--- config.mk ---
export PLATFORM = sky130hd
export DESIGN_NAME = alu_seq_flat
export DESIGN_NICKNAME = d
export VERILOG_FILES = /design/src/rtl/alu_seq_if.sv /design/src/rtl/alu_seq.sv /design/src/flat_wrapper.sv
export SDC_FILE = /design/constraint.sdc
export NUM_CORES = 1
export LEC_CHECK = 0
export BUFFER_PORTS_ARGS = -buffer_cell sky130_fd_sc_hd__clkbuf_2
export CAP_MARGIN = 20
export CORE_MARGIN = 1
export CORE_UTILIZATION = 40
export CTS_CLUSTER_SIZE = 40
export DETAILED_ROUTE_END_ITERATION = 7
export REMOVE_ABC_BUFFERS = 1
export SYNTH_ARGS = -nofsm -noshare
export SYNTH_HDL_FRONTEND = slang
export SYNTH_SLANG_ARGS = --single-unit
--- constraint.sdc ---
create_clock -name clk -period 5 [get_ports clk]
set_input_delay 0.25 -clock clk [delete_from_list [all_inputs] [get_ports clk]]
set_output_delay 0.25 -clock clk [all_outputs]
set_load 0.02 [all_outputs]
--- src/rtl/alu_seq_if.sv ---
// ALU_SEQ handshake bundle: operation request channel and result channel.
`timescale 1ns/1ps
`default_nettype none

interface alu_seq_if #(
    parameter int WIDTH = 18
);
    logic             in_valid;
    logic             in_ready;
    logic [WIDTH-1:0] operand1;
    logic [WIDTH-1:0] operand2;
    logic [2:0]       alu_select;
    logic             out_valid;
    logic             out_ready;
    logic [WIDTH-1:0] result;
    logic [3:0]       flags;
    logic             illegal;

    modport master (
        output in_valid, operand1, operand2, alu_select, out_ready,
        input  in_ready, out_valid, result, flags, illegal
    );

    modport slave (
        input  in_valid, operand1, operand2, alu_select, out_ready,
        output in_ready, out_valid, result, flags, illegal
    );
endinterface

`default_nettype wire

--- src/rtl/alu_seq.sv ---
// ==========================================================================
// Module : alu_seq
// Brief  : Sequential ALU, single-cycle ops plus iterative shift-add multiply.
// Rev    : 1.0
// ==========================================================================
`timescale 1ns/1ps
`default_nettype none

module alu_seq #(
    parameter int WIDTH  = 18,
    parameter int MUL_EN = 1
) (
    input  logic     clk,
    input  logic     reset_n,
    alu_seq_if.slave bus
);
    localparam int CNT_W = $clog2(WIDTH);
    localparam logic [1:0] c_IDLE = 2'd0;
    localparam logic [1:0] c_BUSY = 2'd1;
    localparam logic [1:0] c_DONE = 2'd2;
    localparam logic [2:0] c_OP_ADD  = 3'b000;
    localparam logic [2:0] c_OP_AND  = 3'b001;
    localparam logic [2:0] c_OP_NAND = 3'b010;
    localparam logic [2:0] c_OP_NOR  = 3'b011;
    localparam logic [2:0] c_OP_SUB  = 3'b100;
    localparam logic [2:0] c_OP_XOR  = 3'b101;
    localparam logic [2:0] c_OP_SHL  = 3'b110;
    localparam logic [2:0] c_OP_MUL  = 3'b111;
    localparam logic [CNT_W-1:0] c_LAST = CNT_W'(WIDTH - 1);
    localparam bit c_MUL_ON = (MUL_EN != 0);

    logic [1:0]         r_state;
    logic [1:0]         w_next;
    logic               r_live;
    logic [WIDTH-1:0]   r_result;
    logic [3:0]         r_flags;
    logic               r_illegal;
    logic [2*WIDTH-1:0] r_acc;
    logic [2*WIDTH-1:0] r_mcand;
    logic [WIDTH-1:0]   r_mplier;
    logic [CNT_W-1:0]   r_cnt;

    logic               w_in_ready;
    logic               w_out_valid;
    logic               w_accept;
    logic               w_is_mul;
    logic [WIDTH:0]     w_add;
    logic [WIDTH:0]     w_sub;
    logic [WIDTH:0]     w_shl;
    logic [WIDTH-1:0]   w_res;
    logic               w_c;
    logic               w_v;
    logic [2*WIDTH-1:0] w_acc_next;

    assign w_accept = bus.in_valid && w_in_ready;
    assign w_is_mul = (bus.alu_select == c_OP_MUL);

    // ---------------- state register ----------------
    always_ff @(posedge clk or negedge reset_n) begin
        if (!reset_n) begin
            r_state <= c_IDLE;
        end else begin
            r_state <= w_next;
        end
    end

    // ---------------- next-state logic ----------------
    always_comb begin
        w_next = r_state;
        case (r_state)
            c_IDLE: begin
                if (w_accept) begin
                    w_next = (w_is_mul && c_MUL_ON) ? c_BUSY : c_DONE;
                end
            end
            c_BUSY: begin
                if (r_cnt == c_LAST) begin
                    w_next = c_DONE;
                end
            end
            c_DONE: begin
                if (bus.out_ready) begin
                    w_next = c_IDLE;
                end
            end
            default: w_next = c_IDLE;
        endcase
    end

    // ---------------- output logic ----------------
    // r_live keeps in_ready low until the first edge after reset release.
    always_comb begin
        w_in_ready  = r_live && (r_state == c_IDLE);
        w_out_valid = (r_state == c_DONE);
    end

    assign bus.in_ready  = w_in_ready;
    assign bus.out_valid = w_out_valid;
    assign bus.result    = r_result;
    assign bus.flags     = r_flags;
    assign bus.illegal   = r_illegal;

    // ---------------- single-cycle datapath ----------------
    assign w_add = {1'b0, bus.operand1} + {1'b0, bus.operand2};
    assign w_sub = {1'b0, bus.operand1} - {1'b0, bus.operand2};
    // Bit WIDTH of the widened shift is the last bit pushed out of the MSB.
    assign w_shl = {1'b0, bus.operand1} << bus.operand2[4:0];

    always_comb begin
        w_res = '0;
        w_c   = 1'b0;
        w_v   = 1'b0;
        case (bus.alu_select)
            c_OP_ADD: begin
                w_res = w_add[WIDTH-1:0];
                w_c   = w_add[WIDTH];
                w_v   = (bus.operand1[WIDTH-1] == bus.operand2[WIDTH-1]) &&
                        (w_add[WIDTH-1] != bus.operand1[WIDTH-1]);
            end
            c_OP_AND:  w_res = bus.operand1 & bus.operand2;
            c_OP_NAND: w_res = ~(bus.operand1 & bus.operand2);
            c_OP_NOR:  w_res = ~(bus.operand1 | bus.operand2);
            c_OP_SUB: begin
                w_res = w_sub[WIDTH-1:0];
                w_c   = ~w_sub[WIDTH];
                w_v   = (bus.operand1[WIDTH-1] != bus.operand2[WIDTH-1]) &&
                        (w_sub[WIDTH-1] != bus.operand1[WIDTH-1]);
            end
            c_OP_XOR: w_res = bus.operand1 ^ bus.operand2;
            c_OP_SHL: begin
                w_res = w_shl[WIDTH-1:0];
                w_c   = w_shl[WIDTH];
            end
            default: begin
                w_res = '0;
            end
        endcase
    end

    assign w_acc_next = r_acc + (r_mplier[0] ? r_mcand : '0);

    // ---------------- result and multiply registers ----------------
    always_ff @(posedge clk or negedge reset_n) begin
        if (!reset_n) begin
            r_live    <= 1'b0;
            r_result  <= '0;
            r_flags   <= '0;
            r_illegal <= 1'b0;
            r_acc     <= '0;
            r_mcand   <= '0;
            r_mplier  <= '0;
            r_cnt     <= '0;
        end else begin
            r_live <= 1'b1;
            case (r_state)
                c_IDLE: begin
                    if (w_accept) begin
                        if (w_is_mul && c_MUL_ON) begin
                            r_acc    <= '0;
                            r_mcand  <= {{WIDTH{1'b0}}, bus.operand1};
                            r_mplier <= bus.operand2;
                            r_cnt    <= '0;
                        end else if (w_is_mul) begin
                            r_result  <= '0;
                            r_flags   <= '0;
                            r_illegal <= 1'b1;
                        end else begin
                            r_result  <= w_res;
                            r_flags   <= {w_res[WIDTH-1], (w_res == '0), w_c, w_v};
                            r_illegal <= 1'b0;
                        end
                    end
                end
                c_BUSY: begin
                    r_acc    <= w_acc_next;
                    r_mcand  <= r_mcand << 1;
                    r_mplier <= r_mplier >> 1;
                    r_cnt    <= r_cnt + 1'b1;
                    if (r_cnt == c_LAST) begin
                        r_result  <= w_acc_next[WIDTH-1:0];
                        r_flags   <= {w_acc_next[WIDTH-1],
                                      (w_acc_next[WIDTH-1:0] == '0),
                                      (|w_acc_next[2*WIDTH-1:WIDTH]),
                                      1'b0};
                        r_illegal <= 1'b0;
                    end
                end
                default: begin
                end
            endcase
        end
    end
endmodule

`default_nettype wire
--- src/flat_wrapper.sv ---
// flat-port wrapper written by rule: the top's interface ports become plain ports
module alu_seq_flat 
#(
    parameter int WIDTH  = 18,
    parameter int MUL_EN = 1
)
  (clk, reset_n, bus_in_valid, bus_operand1, bus_operand2, bus_alu_select, bus_out_ready, bus_in_ready, bus_out_valid, bus_result, bus_flags, bus_illegal);
  alu_seq_if #(.WIDTH(WIDTH)) bus_i ();
  input  logic clk;
  input  logic reset_n;
  input wire logic [$bits(bus_i.in_valid)-1:0] bus_in_valid;
  input wire logic [$bits(bus_i.operand1)-1:0] bus_operand1;
  input wire logic [$bits(bus_i.operand2)-1:0] bus_operand2;
  input wire logic [$bits(bus_i.alu_select)-1:0] bus_alu_select;
  input wire logic [$bits(bus_i.out_ready)-1:0] bus_out_ready;
  output wire logic [$bits(bus_i.in_ready)-1:0] bus_in_ready;
  output wire logic [$bits(bus_i.out_valid)-1:0] bus_out_valid;
  output wire logic [$bits(bus_i.result)-1:0] bus_result;
  output wire logic [$bits(bus_i.flags)-1:0] bus_flags;
  output wire logic [$bits(bus_i.illegal)-1:0] bus_illegal;
  assign bus_i.in_valid = bus_in_valid;
  assign bus_i.operand1 = bus_operand1;
  assign bus_i.operand2 = bus_operand2;
  assign bus_i.alu_select = bus_alu_select;
  assign bus_i.out_ready = bus_out_ready;
  assign bus_in_ready = bus_i.in_ready;
  assign bus_out_valid = bus_i.out_valid;
  assign bus_result = bus_i.result;
  assign bus_flags = bus_i.flags;
  assign bus_illegal = bus_i.illegal;
  alu_seq #(.WIDTH(WIDTH), .MUL_EN(MUL_EN)) u_core (.clk(clk), .reset_n(reset_n), .bus(bus_i));
endmodule
=== Yosys cells after proc, flatten, opt, wreduce, memory -nomap -nowiden ===
Index checks and enable logic that the tools add are counted.

* Bits in registers: 121
* Bits of input ports: 43

* Add/sub/neg operators: 4
* Eq/ne operators: 19
* Shift operators: 1
* Mux-type cells: 33
* Bitwise logic cells: 6
* Reductions and logical operators: 13

{| class="wikitable"
|+ Operator list
! operator !! count
|-
| 36-bit two-way mux || 5
|-
| 36-bit one-hot mux with 2 select lines || 2
|-
| 18-bit one-hot mux with 7 select lines || 1
|-
| 18-bit two-way mux || 5
|-
| 18-bit one-hot mux with 2 select lines || 2
|-
| 36-bit adder || 1
|-
| 18-bit zero test || 2
|-
| 18-bit inverter || 2
|-
| 18-bit by 18-bit adder with 19-bit output || 1
|-
| 18-bit by 5-bit << shifter with 19-bit output || 1
|-
| 18-bit by 18-bit subtractor with 19-bit output || 1
|-
| 18-bit bitwise AND || 1
|-
| 18-bit bitwise OR || 1
|-
| 18-bit OR reduction || 1
|-
| 18-bit XOR || 1
|-
| 3-bit == test, second input constant || 4
|-
| 4-bit two-way mux || 3
|-
| 5-bit two-way mux || 2
|-
| 5-bit one-hot mux with 2 select lines || 1
|-
| 2-bit two-way mux || 4
|-
| 4-bit one-hot mux with 2 select lines || 1
|-
| 3-bit by 2-bit == test with 1-bit output, second input constant || 2
|-
| 2-bit by 1-bit inequality test with 1-bit output, second input constant || 3
|-
| 2-bit one-hot mux with 3 select lines || 1
|-
| other kinds (18) || 28
|}

=== Longest topological paths before layout ===
Gate-level depths: netlist of run 1.

* Depth after elaboration: 7
* Gate-level depth with buffers: 15
* Gate-level depth less buffers: 14

=== Worst setup path after synthesis of run 1 ===
Ideal clock, no wire load.

* Path type: flip-flop to flip-flop
* Start: reg u_core.r_mplier[0]
* End: reg u_core.r_flags[1], in the netlist u_core.bus.flags[1]
* Setup time: 0.119 ns
* Arrival time: 3.739 ns
* Setup slack: 1.142 ns
* Stages on the path, launching flop included: 16
* Path buffers: 2
* Period minus slack after synthesis: 3.858 ns
* Cells stage by stage: dfrtp_1 > clkbuf_1 > clkbuf_1 > and2_1 > ha_1 > fa_1 > a21o_1 > a221oi_2 > or3_1 > nand4_1 > a41oi_1 > xnor2_1 > nor4_1 > o2111ai_1 > or4_1 > o21a_1

* Longest elaborated chain between the ends: 5

{| class="wikitable"
|+ Ends and longest elaborated chain
! item !! RTL line !! RTL
|-
| start, declared || alu_seq.sv:40 || <nowiki>logic [WIDTH-1:0] r_mplier;</nowiki>
|-
| start signal, assigned || alu_seq.sv:161 || <nowiki>r_mplier <= bus.operand2;</nowiki>
|-
| start signal, assigned || alu_seq.sv:177 || <nowiki>r_mplier <= r_mplier >> 1;</nowiki>
|-
| 36-bit two-way mux || alu_seq.sv:140 || <nowiki>assign w_acc_next = r_acc + (r_mplier[0] ? r_mcand : '0);</nowiki>
|-
| 36-bit adder || alu_seq.sv:140 ||
|-
| 18-bit OR reduction || alu_seq.sv:183 || <nowiki>(|w_acc_next[2*WIDTH-1:WIDTH]),</nowiki>
|-
| 4-bit two-way mux || alu_seq.sv:179 || <nowiki>if (r_cnt == c_LAST) begin</nowiki>
|-
| 4-bit one-hot mux with 2 select lines || alu_seq.sv:155 || <nowiki>case (r_state)</nowiki>
|-
| end signal, assigned || alu_seq.sv:169 || <nowiki>r_flags <= {w_res[WIDTH-1], (w_res == '0), w_c, w_v};</nowiki>
|-
| end signal, assigned || alu_seq.sv:181 || <nowiki>r_flags <= {w_acc_next[WIDTH-1],</nowiki>
|-
| end, declared || alu_seq.sv:36 || <nowiki>logic [3:0] r_flags;</nowiki>
|}

Every way passes these cells. The select of a mux whose other input is x is not followed.
A chain may end at the register's enable or synchronous reset.

=== Final worst setup path of run 1 ===
* Start: reg u_core.r_mcand[0]
* End: reg u_core.r_flags[1], in the netlist u_core.bus.flags[1]

* Longest elaborated chain between the ends: 5

{| class="wikitable"
|+ Ends and longest elaborated chain
! item !! RTL line !! RTL
|-
| start, declared || alu_seq.sv:39 || <nowiki>logic [2*WIDTH-1:0] r_mcand;</nowiki>
|-
| start signal, assigned || alu_seq.sv:160 || <nowiki>r_mcand <= {{WIDTH{1'b0}}, bus.operand1};</nowiki>
|-
| start signal, assigned || alu_seq.sv:176 || <nowiki>r_mcand <= r_mcand << 1;</nowiki>
|-
| 36-bit two-way mux || alu_seq.sv:140 ||
|-
| 36-bit adder || alu_seq.sv:140 ||
|-
| 18-bit OR reduction || alu_seq.sv:183 ||
|-
| 4-bit two-way mux || alu_seq.sv:179 ||
|-
| 4-bit one-hot mux with 2 select lines || alu_seq.sv:155 ||
|}

Every way passes these cells. The select of a mux whose other input is x is not followed.

==> impl_metrics.py, run 1 <==
metrics = {
    "power_and_ir_drop": {
        "swShare_pct": 42.2,
        "p_seq_share_pct": 30.8,
        "p_int_mw": 3.09,
        "power.clock.fraction_pct": 25.0,
        "comb_power_share_pct": 44.2,
        "powerDensity_mw_per_mm2": 438,
        "p_leak_nw": 5.74,
        "p_sw_mw": 2.25,
        "ir_drop_uv": 265,
    },
    "final_layout": {
        "area_delta_synth_final_pct": 11.0,
        "stdcell_area_mm2": 0.0122,
        "layout-drive-gt1-share_pct": 11.9,
        "antenna_cells": 0,
        "finalNetCount": 1518,
    },
    "yosys": {
        "yosys.area.top_type_share_pct": 27.1,
        "ys.flop_type": "dfrtp_1",
        "synth_area_leaders": "dfrtp_1 27%, ha_1 10%, a21oi_1 5.4%",
        "ys_seq_area_share_pct": 27.1,
        "synth_top_area_cell": "dfrtp_1",
        "synth_simple_gate_area_share_pct": 18.7,
        "ys_ff_latch": 119,
        "ys_types": 85,
        "yosys.area_share.adder_pct": 11.0,
        "yosys_warnings": 0,
        "netlist_area_mm2": 0.0110,
        "synth_xor_xnor_area_share_pct": 3.58,
        "synth_top_family_by_area": "compound AO/OA/AOI/OAI gates",
        "synth_compound_area_share_pct": 29.3,
        "synth.mux.area_fraction_pct": 4.61,
        "ys_async_sr_fraction_pct": 100,
        "netlist_instances": 1362,
        "syn_area_per_cell_um2": 8.08,
        "synth_edf_count": 0,
    },
    "placement": {
        "dp_slack_ns": 0.853,
        "placed_area_mm2": 0.0115,
        "place_hpwl_mm": 26.3,
        "portBuffers": 66,
        "gp_congestion": 0.975,
    },
    "setup_path": {
        "path_cells": "and2_1, ha_1, fa_1, a21o_1, a221oi_2, or3_1, nand4_1, a41oi_1, xnor2_1, nor4_1, o2111ai_1, or4_1, o21a_1",
        "r2r_cells": 13,
        "critical_path.top_delay_family": "simple AND/OR/NAND/NOR gates",
        "cp.buffers_inverters": 0,
        "start_kind": "flip-flop",
        "slowest_stage": "or4_1",
        "cp_max_fo": 5,
        "reg2reg_slack_ns": 0.92,
        "end_kind": "flip-flop",
        "worstSetupPathType": "flip-flop to flip-flop",
        "slowest_delay_ns": 0.54,
        "r2r-start": "u_core.r_mcand[0]",
        "critPathArrivalTime_ns": 4.40,
        "reg2reg_to": "u_core.bus.flags[1]",
        "critPathRequiredTime_ns": 5.32,
    },
    "timing": {
        "period_minus_slack_ns": 4.08,
        "slew_viol_final": 0,
        "fin_crit_sh_pct": 81.6,
        "rsz0062_at_grt": "no",
        "setup_slack_ns": 0.920,
        "hold_violations": 0,
        "fin_hold_ws_ns": 0.118,
        "finClkSkew_ns": 0.0142,
        "setup_viol": 0,
        "fmax_mhz": 245,
        "slew_headroom_pct": 24.1,
        "worstMarginPinSlew_ns": 1.12,
    },
    "global_routing": {
        "grt_overflow": 0,
        "grt_pass1_vias": 10100,
        "grt_pass1_wl_mm": 57.0,
        "grt_start_max_net_pins": 76,
        "antenna_found_initial": 0,
        "grt_usage_pct": 25.6,
    },
    "cts": {
        "htreeDepth": 4,
        "worstSkewPairLatency_ns": 0.43,
        "clock_sinks": 119,
        "numCtsBuffers": 17,
        "cts_root_buf": "clkbuf_16",
        "tritoncts": "built",
        "path_clk_slew_ns": 0.06,
        "clockBufferDepth": 2,
    },
    "min_path": {
        "min_path_type": "input port to flip-flop",
        "min_path_cells": 2,
        "min_to": "u_core.r_mplier[17]",
        "min_from": "bus_operand2[17]",
    },
    "floorplan": {
        "die_w_um": 168,
        "die_height_um": 168,
        "rows": 60,
        "floorplan.initialDensity_pct": 40.8,
        "io_pins": 68,
        "die_area_mm2": 0.0282,
        "coreArea_mm2": 0.0270,
    },
    "route": {
        "drt_iter0_markers": 1082,
        "viasPerCell": 6.12,
        "dr.pass1.iters": 7,
        "wl_per_cell_um": 20.5,
        "drcViolationCount": 0,
        "routed_wl_mm": 35.6,
        "ant_nets": 0,
        "vias": 10600,
    },
    "status": {
        "status": "finished clean",
    },
    "flow_run": {
        "maxCapViolCount": 0,
    },
}
-- repair_timing --
| action | 4_1_cts | 5_1_grt |
|---|---|---|
| endpoints found under the hold margin | 0 | 34 |
| resized for setup | 0 | 0 |
| hold buffers | 0 | 1 |
| setup buffers | 0 | 0 |
-- synth_stat cells, drive strengths merged, types with 5 or more instances --
cell     instances
nand2b           8
o21ai          107
and2            45
xnor2           26
a22o            44
or2              7
a211oi          13
nor2b           11
nor2           101
nand3           23
mux2            13
o221a            6
a31oi           13
ha              92
nor4            10
a2111oi          7
and3             6
o41ai            5
dfrtp          119
a21oi          119
o211ai          16
clkbuf          72
o22ai            7
a22oi           18
buf             17
or4              7
xor2            19
a21o            29
o21a             6
o31ai           11
nand4           13
o21bai          10
nor3            20
nand2          137
nor3b            5
or3             14
a221oi          13
mux2i           27
o221ai          14
inv             66
-- how the worst max path moves through the flow --
stage                            startpoint             endpoint  cells past startpoint
final                     u_core.r_mcand[0]  u_core.bus.flags[1]                     13
after global routing      u_core.r_mcand[0]  u_core.bus.flags[1]                     13
after CTS                 u_core.r_mcand[0]  u_core.bus.flags[1]                     13
after detailed placement    bus_operand2[0]  u_core.bus.flags[1]                     14
after global placement      bus_operand2[0]  u_core.bus.flags[1]                     14
after floorplan           u_core.r_state[0]  u_core.bus.flags[1]                      7
-- cells in the final DEF (no fill, tap or decap), types with 9 or more instances in the layout --
cell type,count
nand2_1,137
xnor2_1,26
o211ai_1,16
ha_1,92
inv_1,65
xor2_1,19
a22oi_1,18
clkbuf_2,66
o221ai_1,14
nor2b_1,11
o21ai_0,103
mux2_2,13
nand4_1,13
a221oi_1,12
or3_1,14
a21o_1,25
nor2_1,100
buf_4,19
clkbuf_16,17
a31oi_1,13
a211oi_1,12
mux2i_1,27
and2_1,44
nand3_1,23
nor3_1,20
a21oi_1,118
a22o_1,43
o31ai_1,11
dfrtp_1,119
o21bai_1,9
nor4_1,10
-- worst register-to-register path, cell delays in order (launching register included) --
cell and delay, ns:
dfrtp_1 0.40, and2_1 0.15, ha_1 0.25, fa_1 0.44
a21o_1 0.20, a221oi_2 0.40, or3_1 0.28, nand4_1 0.17
a41oi_1 0.35, xnor2_1 0.14, nor4_1 0.32, o2111ai_1 0.17
or4_1 0.54, o21a_1 0.18
-- metal layers --
layer | GRT usage (%) | share of wire, % | vias up
li1 | - | - | 5023
met1 | 35.7 | 46 | 5120
met2 | 40.9 | 46 | 414
met3 | 3.20 | 6.0 | 57
met4 | 8.38 | 2.4 | 0
met5 | 0 | 0 | -
-- cells by family (layout without fill, tap and decap cells) --
group	count (synthesis)	in the layout
AND/OR/NAND/NOR	423	423
XOR/XNOR	45	45
AO/OA/AOI/OAI	476	476
other	2	2
adder cells (fa/ha/maj)	95	95
multiplexers	44	44
buffers and inverters	158	189
flip-flops	119	119
-- state kept, by name (all words and copies together) (netlist names) --
name / count
u_core.r_live: 1
u_core.r_acc: 36
u_core.r_mcand: 36
u_core.r_mplier: 18
u_core.r_state: 2
u_core.bus.result: 17
u_core.bus.flags: 4
u_core.r_cnt: 5
-- power by group through the flow --
stage	sequential, mW	combinational, mW	clock, mW
after global placement	1.65	2.31	0
final	1.65	2.36	1.34
after global routing	1.70	2.62	1.40
after CTS	1.65	2.34	1.35
after detailed placement	1.65	2.33	0
after floorplan	1.65	1.61	0
-- area by class of cell --
type,instances,area (um2)
multi-input cells,1085,7420
clock buffers,19,453
fillers,2683,14700
clock inverters,13,171
well taps,341,427
flip-flops and latches,119,2980
inverters,69,259
repair buffers,88,508
-- per-stage QoR --
| stage | total power [mW] | cells | setup TNS, ns | util (%) |
|---|---|---|---|---|
| CTS | 5.34 | 1730 | 0 | 45.2 |
| floorplan | 3.27 | 1273 | -0.446 | - |
| global route | 5.72 | 1734 | 0 | 45.3 |
| detailed placement | 3.99 | 1698 | 0 | 42.9 |
| global placement | 3.96 | 1698 | 0 | 42.9 |
| finish | 5.35 | 1734 | 0 | 45.3 |
No activity file was read; power rests on OpenSTA's default activity.
==> run 2: changes to the inputs <==
clock period = 4 ns   (was 5 ns; I/O delays follow)
==> run 2 against run 1 <==
Sequential share of layout area fell by 0.78 points; final area is 3.3% higher; fmax rose by 5.3%; core utilization grew 1.5 points; final cell count rose by 2.7%; critical path type unchanged; largest power group unchanged; highest routed layer unchanged.
==> impl_metrics.py, run 2 (same netlist as run 1, synthesis figures left out) <==
metrics = {
    "status": {
        "status": "finished clean",
    },
    "global_routing": {
        "grt_pass1_vias": 10400,
        "grt.busiest_layer": "met2",
        "grt_usage_pct": 26.0,
        "grt_use_met1_pct": 35.6,
        "grt_overflow": 0,
        "antenna_found_initial": 0,
        "met2_usage_pct": 42.5,
        "grt_pass1_wl_mm": 57.8,
        "grt_start_max_net_pins": 78,
        "grt_use_met3_pct": 3.78,
    },
    "timing": {
        "fin_hold_ws_ns": 0.0751,
        "hold_violations": 0,
        "period_minus_slack_ns": 3.87,
        "slew_headroom_pct": 35.2,
        "fin_crit_sh_pct": 96.9,
        "rsz0062_at_grt": "no",
        "slew_viol_final": 0,
        "finClkSkew_ns": 0.0123,
        "fmax_mhz": 258,
        "setup_viol": 0,
        "worstMarginPinSlew_ns": 0.960,
    },
    "floorplan": {
        "die_area_mm2": 0.0282,
        "io_pins": 68,
        "rows": 60,
        "die_w_um": 168,
        "die_height_um": 168,
        "floorplan.initialDensity_pct": 40.8,
        "coreArea_mm2": 0.0270,
    },
    "flow_run": {
        "maxCapViolCount": 0,
    },
    "final_layout": {
        "reg_top3": "u_core.r_acc: 36 flops, u_core.r_mcand: 36 flops, u_core.r_mplier: 18 flops",
        "finalNetCount": 1565,
        "area_delta_synth_final_pct": 14.7,
        "stdcell_count": 1781,
        "layout-drive-gt1-share_pct": 15.4,
        "antenna_cells": 0,
        "layout_commonest_cell": "nand2_1",
        "fillers": 2675,
        "layout_common_cells": "137 x nand2_1, 119 x dfrtp_1, 118 x a21oi_1",
        "utilization_pct": 46.8,
        "stdcell_area_mm2": 0.0126,
    },
    "setup_path": {
        "end_kind": "flip-flop",
        "critPathRequiredTime_ns": 4.32,
        "slowest_stage": "or4_1",
        "start_kind": "flip-flop",
        "cp_max_fo": 36,
        "worstSetupPathType": "flip-flop to flip-flop",
        "critPathArrivalTime_ns": 4.19,
        "path_cells": "buf_12, and2_1, ha_1, a21o_1, a31oi_1, o221ai_1, o2bb2ai_1, a31o_2, o41ai_4, xnor2_1, or3_1, or4_1, o21a_1",
        "slowest_delay_ns": 0.43,
    },
    "route": {
        "drt_iter0_markers": 963,
        "viasPerCell": 6.04,
        "vias": 10800,
        "routed_wl_mm": 35.6,
        "ant_nets": 0,
        "wl_per_cell_um": 20.0,
        "dr.pass1.iters": 5,
        "drcViolationCount": 0,
    },
    "power_and_ir_drop": {
        "p_leak_nw": 5.97,
        "powerDensity_mw_per_mm2": 543,
        "ir_drop_uv": 356,
    },
    "min_path": {
        "min_path_type": "input port to flip-flop",
    },
    "cts": {
        "path_clk_slew_ns": 0.06,
        "cts_root_buf": "clkbuf_16",
        "post_cts_buffers": 0,
        "clock_sinks": 119,
        "worstSkewPairLatency_ns": 0.43,
        "clockBufferDepth": 2,
        "htreeDepth": 4,
        "tritoncts": "built",
        "numCtsBuffers": 17,
    },
    "placement": {
        "placed_cells": 1747,
        "portBuffers": 66,
        "gp_congestion": 0.973,
        "placed_area_mm2": 0.0119,
        "place_hpwl_mm": 27.0,
    },
}
==> run 2: cell count changes in the layout (fill, tap and decap cells not counted), sizes merged <==
cell and change:
clkinvlp -1, inv +5, clkinv -3, clkbuf -1, buf +47
==> run 2: cell type report <==
cell class | count | area (um2) | area share [%]
clock buffers | 18 | 429 | 3.40
clock inverters | 14 | 190 | 1.51
flip-flops and latches | 119 | 2980 | 23.6
repair buffers | 135 | 861 | 6.82
well taps | 341 | 427 | 3.38
inverters | 69 | 259 | 2.05
multi-input cells | 1085 | 7480 | 59.2
==> run 2: critical path, delay by kind of cell (launching register included) <==
kind | cells | cell delay, ns
adder cells (fa/ha/maj) | 1 | 0.38
flip-flops | 1 | 0.40
XOR/XNOR | 1 | 0.15
buffers and inverters | 1 | 0.17
AND/OR/NAND/NOR | 3 | 0.95
AO/OA/AOI/OAI | 7 | 1.69
==> run 2: metal layers <==
metal | vias to the layer above | share of wire [%] | routed length (um)
met4 | 0 | 2.2 | 800
li1 | 5128 | - | -
met2 | 358 | 46 | 16500
met5 | - | 0 | 0
met1 | 5223 | 46 | 16500
met3 | 53 | 5.1 | 1830
==> run 2: power breakdown <==
group / internal, mW / total (mW) / switching (mW)
clock network: 1.00 / 1.66 / 0.661
logic: 1.28 / 3.14 / 1.85
registers: 1.69 / 2.05 / 0.361
total: 3.97 / 6.85 / 2.88
==> run 2: final timing paths <==
kind	startpoint	endpoint	slack (ns)	cells past startpoint
worst max-delay path	u_core.r_mplier[0]	u_core.bus.flags[1]	0.13	13
worst min-delay path	bus_operand2[17]	u_core.r_mplier[17]	0.08	2
worst max register to register	u_core.r_mplier[0]	u_core.bus.flags[1]	0.13	13
worst min register to register	u_core.bus.result[4]	u_core.bus.result[4]	0.48	2
max in group asynchronous	reset_n	u_core.r_cnt[2]	2.65	3
min in group asynchronous	reset_n	u_core.bus.result[4]	0.37	2
==> run 2: through the flow <==
step,setup TNS [ns],setup WS (ns),power [mW]
4_1_cts,0,0.0596,6.82
5_1_grt,0,0.00681,7.34
3_5_place_dp,0,0.0868,5.12
3_3_place_gp,0,0.105,5.10
2_1_floorplan,-58.56,-1.39,4.08
6_report,0,0.125,6.85
==> run 2: timing repair <==
action,CTS,global route
setup endpoints to repair,0,1
hold endpoints to repair,49,0
hold buffers,1,0
gates resized for setup,0,12
==> run 3: changes to the inputs <==
ABC_AREA = 1   (was default)
CORE_MARGIN = default   (was 1)
==> run 3 against run 2 <==
The flow now finishes with violations (design-rule violations); via count rose by 25%; worst hold slack better by 0.023 ns; wire length rose by 31%; sequential share of layout area decreased by 2.0 points; non-clock buffer count fell by 53; final cell count rose by 44%; clock-buffer cell count decreased by 1; final area grew 9.3%; combinational power increased by 39%; sequential power is 2% higher; clock skew decreased by 0.0015 ns; synthesized cell count grew 57%; critical path type unchanged; largest power group unchanged.
==> impl_metrics.py, run 3 <==
metrics = {
    "timing": {
        "fin_crit_sh_pct": 81.6,
        "hold_violations": 0,
        "setup_slack_ns": 0.738,
        "fmax_mhz": 307,
        "period_minus_slack_ns": 3.26,
        "slew_viol_final": 0,
        "slew_headroom_pct": 35.5,
        "finClkSkew_ns": 0.0108,
        "rsz0062_at_grt": "no",
        "setup_viol": 0,
        "worstMarginPinSlew_ns": 0.967,
    },
    "power_and_ir_drop": {
        "p_int_mw": 4.12,
        "comb_power_share_pct": 54.0,
        "ir_drop_uv": 321,
        "swShare_pct": 49.2,
        "p_sw_mw": 3.99,
        "finalPower_mw": 8.11,
        "p_seq_share_pct": 25.9,
        "power.clock.fraction_pct": 20.1,
        "p_leak_nw": 7.86,
        "powerDensity_mw_per_mm2": 588,
    },
    "cts": {
        "clock_sinks": 119,
        "htreeDepth": 4,
        "worstSkewPairLatency_ns": 0.43,
        "clockBufferDepth": 2,
        "path_clk_slew_ns": 0.07,
        "tritoncts": "built",
        "cts_root_buf": "clkbuf_16",
        "cts_resized": 0,
        "numCtsBuffers": 17,
    },
    "placement": {
        "portBuffers": 66,
        "placed_area_mm2": 0.0132,
        "gp_congestion": 0.962,
        "place_hpwl_mm": 37.3,
        "dp_slack_ns": 0.722,
        "placed_cells": 2537,
    },
    "route": {
        "wl_met3_mm": 2.54,
        "vias": 13500,
        "ant_nets": 0,
        "met2WireLength_mm": 22.0,
        "viasPerCell": 5.24,
        "routed_wl_mm": 46.7,
        "dr.pass1.iters": 7,
        "drcViolationCount": 2,
        "top_layer_used": "met4",
        "drt_iter0_markers": 1007,
        "wl_per_cell_um": 18.2,
        "met1_length_mm": 20.7,
    },
    "flow_run": {
        "maxCapViolCount": 0,
    },
    "global_routing": {
        "grt_usage_pct": 30.2,
        "grt_overflow": 0,
        "grt_pass1_vias": 12900,
        "grt_pass1_wl_mm": 72.7,
        "antenna_found_initial": 0,
        "grt_start_max_net_pins": 106,
    },
    "status": {
        "status": "finished with violations",
        "violations": "design-rule violations",
    },
    "min_path": {
        "min_path_cells": 3,
        "min_to": "u_core.r_mplier[16]",
        "min_from": "bus_operand2[16]",
        "min_path_type": "input port to flip-flop",
    },
    "yosys": {
        "synth.most_common_cell": "nand2_1",
        "ys_async_sr_fraction_pct": 100,
        "ys_ff_latch": 119,
        "synthTopCellsByCount": "755 x nand2_1, 368 x inv_1, 190 x nor2_1",
        "ys_types": 49,
        "yosys.area.top_type_share_pct": 23.7,
        "synth_area_leaders": "dfrtp_1 24%, nand2_1 23%, inv_1 11%",
        "netlist_instances": 2133,
        "ys.flop_type": "dfrtp_1",
        "synth_top_area_cell": "dfrtp_1",
        "yosys_warnings": 0,
        "netlist_area_mm2": 0.0126,
        "syn_area_per_cell_um2": 5.88,
        "ys_seq_area_share_pct": 23.7,
        "synth_edf_count": 0,
    },
    "setup_path": {
        "slowest_delay_ns": 0.55,
        "critPathRequiredTime_ns": 4.31,
        "reg2reg_to": "u_core.bus.flags[1]",
        "end_kind": "flip-flop",
        "reg2reg_slack_ns": 0.74,
        "path_cells": "buf_4, nand2_1, inv_1, ha_1, fa_1, nand3_1, nand3_1, nand2_1, nand2_1, nand2_1, nand2_1, nand2_1, nand2_1, nand2_1, nand2_1, nor2_1, nand2_1, nor2_1, nand3_1, nand2_1, a21oi_1",
        "critical_path.top_delay_family": "simple AND/OR/NAND/NOR gates",
        "start_kind": "flip-flop",
        "cp.buffers_inverters": 2,
        "critPathArrivalTime_ns": 3.57,
        "r2r-start": "u_core.r_mplier[0]",
        "slowest_stage": "fa_1",
        "r2r_cells": 21,
        "cp_max_fo": 37,
        "cpMostUsedCell": "nand2_1",
        "worstSetupPathType": "flip-flop to flip-flop",
    },
    "final_layout": {
        "stdcell_area_mm2": 0.0138,
        "antenna_cells": 0,
        "layout_common_cells": "753 x nand2_1, 368 x inv_1, 190 x nor2_1",
        "fillers": 3399,
        "finalNetCount": 2300,
        "reg_top3": "u_core.r_acc: 36 flops, u_core.r_mcand: 36 flops, u_core.r_mplier: 18 flops",
        "stdcell_count": 2571,
        "layout-drive-gt1-share_pct": 6.57,
        "layout_commonest_cell": "nand2_1",
        "area_delta_synth_final_pct": 9.92,
    },
    "floorplan": {
        "die_height_um": 179,
        "floorplan.initialDensity_pct": 40.8,
        "io_pins": 68,
        "rows": 64,
        "coreArea_mm2": 0.0307,
        "die_w_um": 179,
        "die_area_mm2": 0.0321,
    },
}
-- run 3: cell types whose count changed in the layout (fill, tap and decap cells not counted), sizes merged, moves of 29 or more --
cell / change
inv: +308
a21oi: -58
nand3: +134
a22o: -33
nor2: +94
and2: -41
nand2: +619
buf: -53
a21o: -29
-- run 3: cell type report --
class / instances / area (um2) / share of cell area (%)
Multi-Input combinational cell: 1564 / 7800 / 56.5
Sequential cell: 119 / 2980 / 21.6
Inverter: 378 / 1420 / 10.3
Tap cell: 396 / 495 / 3.59
Timing Repair Buffer: 82 / 483 / 3.50
Clock buffer: 17 / 425 / 3.08
Clock inverter: 15 / 195 / 1.41
-- run 3: per-layer routing --
layer  GRT usage [%]  vias to the layer above
met4            11.3                        0
met2            50.8                      397
met5               0                        -
met3            4.41                       72
met1            39.0                     6248
li1                -                     6750
-- run 3: cell families (layout without fill, tap and decap cells) --
logic type / Yosys count / count (layout) / share of synthesized area, %
fa+ha+maj: 95 / 95 / 9.65
compound gates: 271 / 271 / 12.7
simple gates: 1177 / 1177 / 38.3
buf+inv: 450 / 492 / 14.2
other cells: 2 / 2 / 0.0598
flops: 119 / 119 / 23.7
xor+xnor: 19 / 19 / 1.33
-- run 3: worst reg2reg max path: cells and delay by family (launching register included) --
kind | cells | cell delay [ns]
compound gates | 1 | 0.06
fa+ha+maj | 2 | 0.82
buf+inv | 2 | 0.31
flops | 1 | 0.36
simple gates | 16 | 1.59
-- run 3: what timing repair did --
action | in CTS | in global routing
setup buffers | 0 | 0
hold endpoints to repair | 15 | 0
hold buffers | 2 | 0
-- run 3: power by group through the flow --
stage	combinational [mW]	sequential, mW	clock [mW]
finish	4.38	2.10	1.63
global route	4.95	2.14	1.71
CTS	4.36	2.09	1.66
detailed placement	4.32	2.11	0
global placement	4.29	2.11	0
floorplan	2.86	2.13	0
-- run 3: worst max-delay path by stage --
stage,slack (ns),end,start,cells after the start
finish,0.74,u_core.bus.flags[1],u_core.r_mplier[0],21
global route,0.42,u_core.bus.flags[1],u_core.r_mplier[0],21
CTS,0.71,u_core.bus.flags[1],u_core.r_mplier[0],21
detailed placement,0.72,u_core.bus.flags[2],bus_operand2[2],19
global placement,0.72,u_core.bus.flags[1],u_core.r_mplier[0],21
floorplan,-0.14,u_core.bus.flags[1],u_core.r_state[1],7
-- run 3: stage by stage --
step | setup TNS (ns) | utilization (%) | hold slack (ns)
2_1_floorplan | -0.301 | - | -0.0956
3_3_place_gp | 0 | 42.8 | 0.104
3_5_place_dp | 0 | 42.8 | 0.102
4_1_cts | 0 | 44.9 | 0.0925
5_1_grt | 0 | 44.9 | 0.0996
6_report | 0 | 44.9 | 0.0981
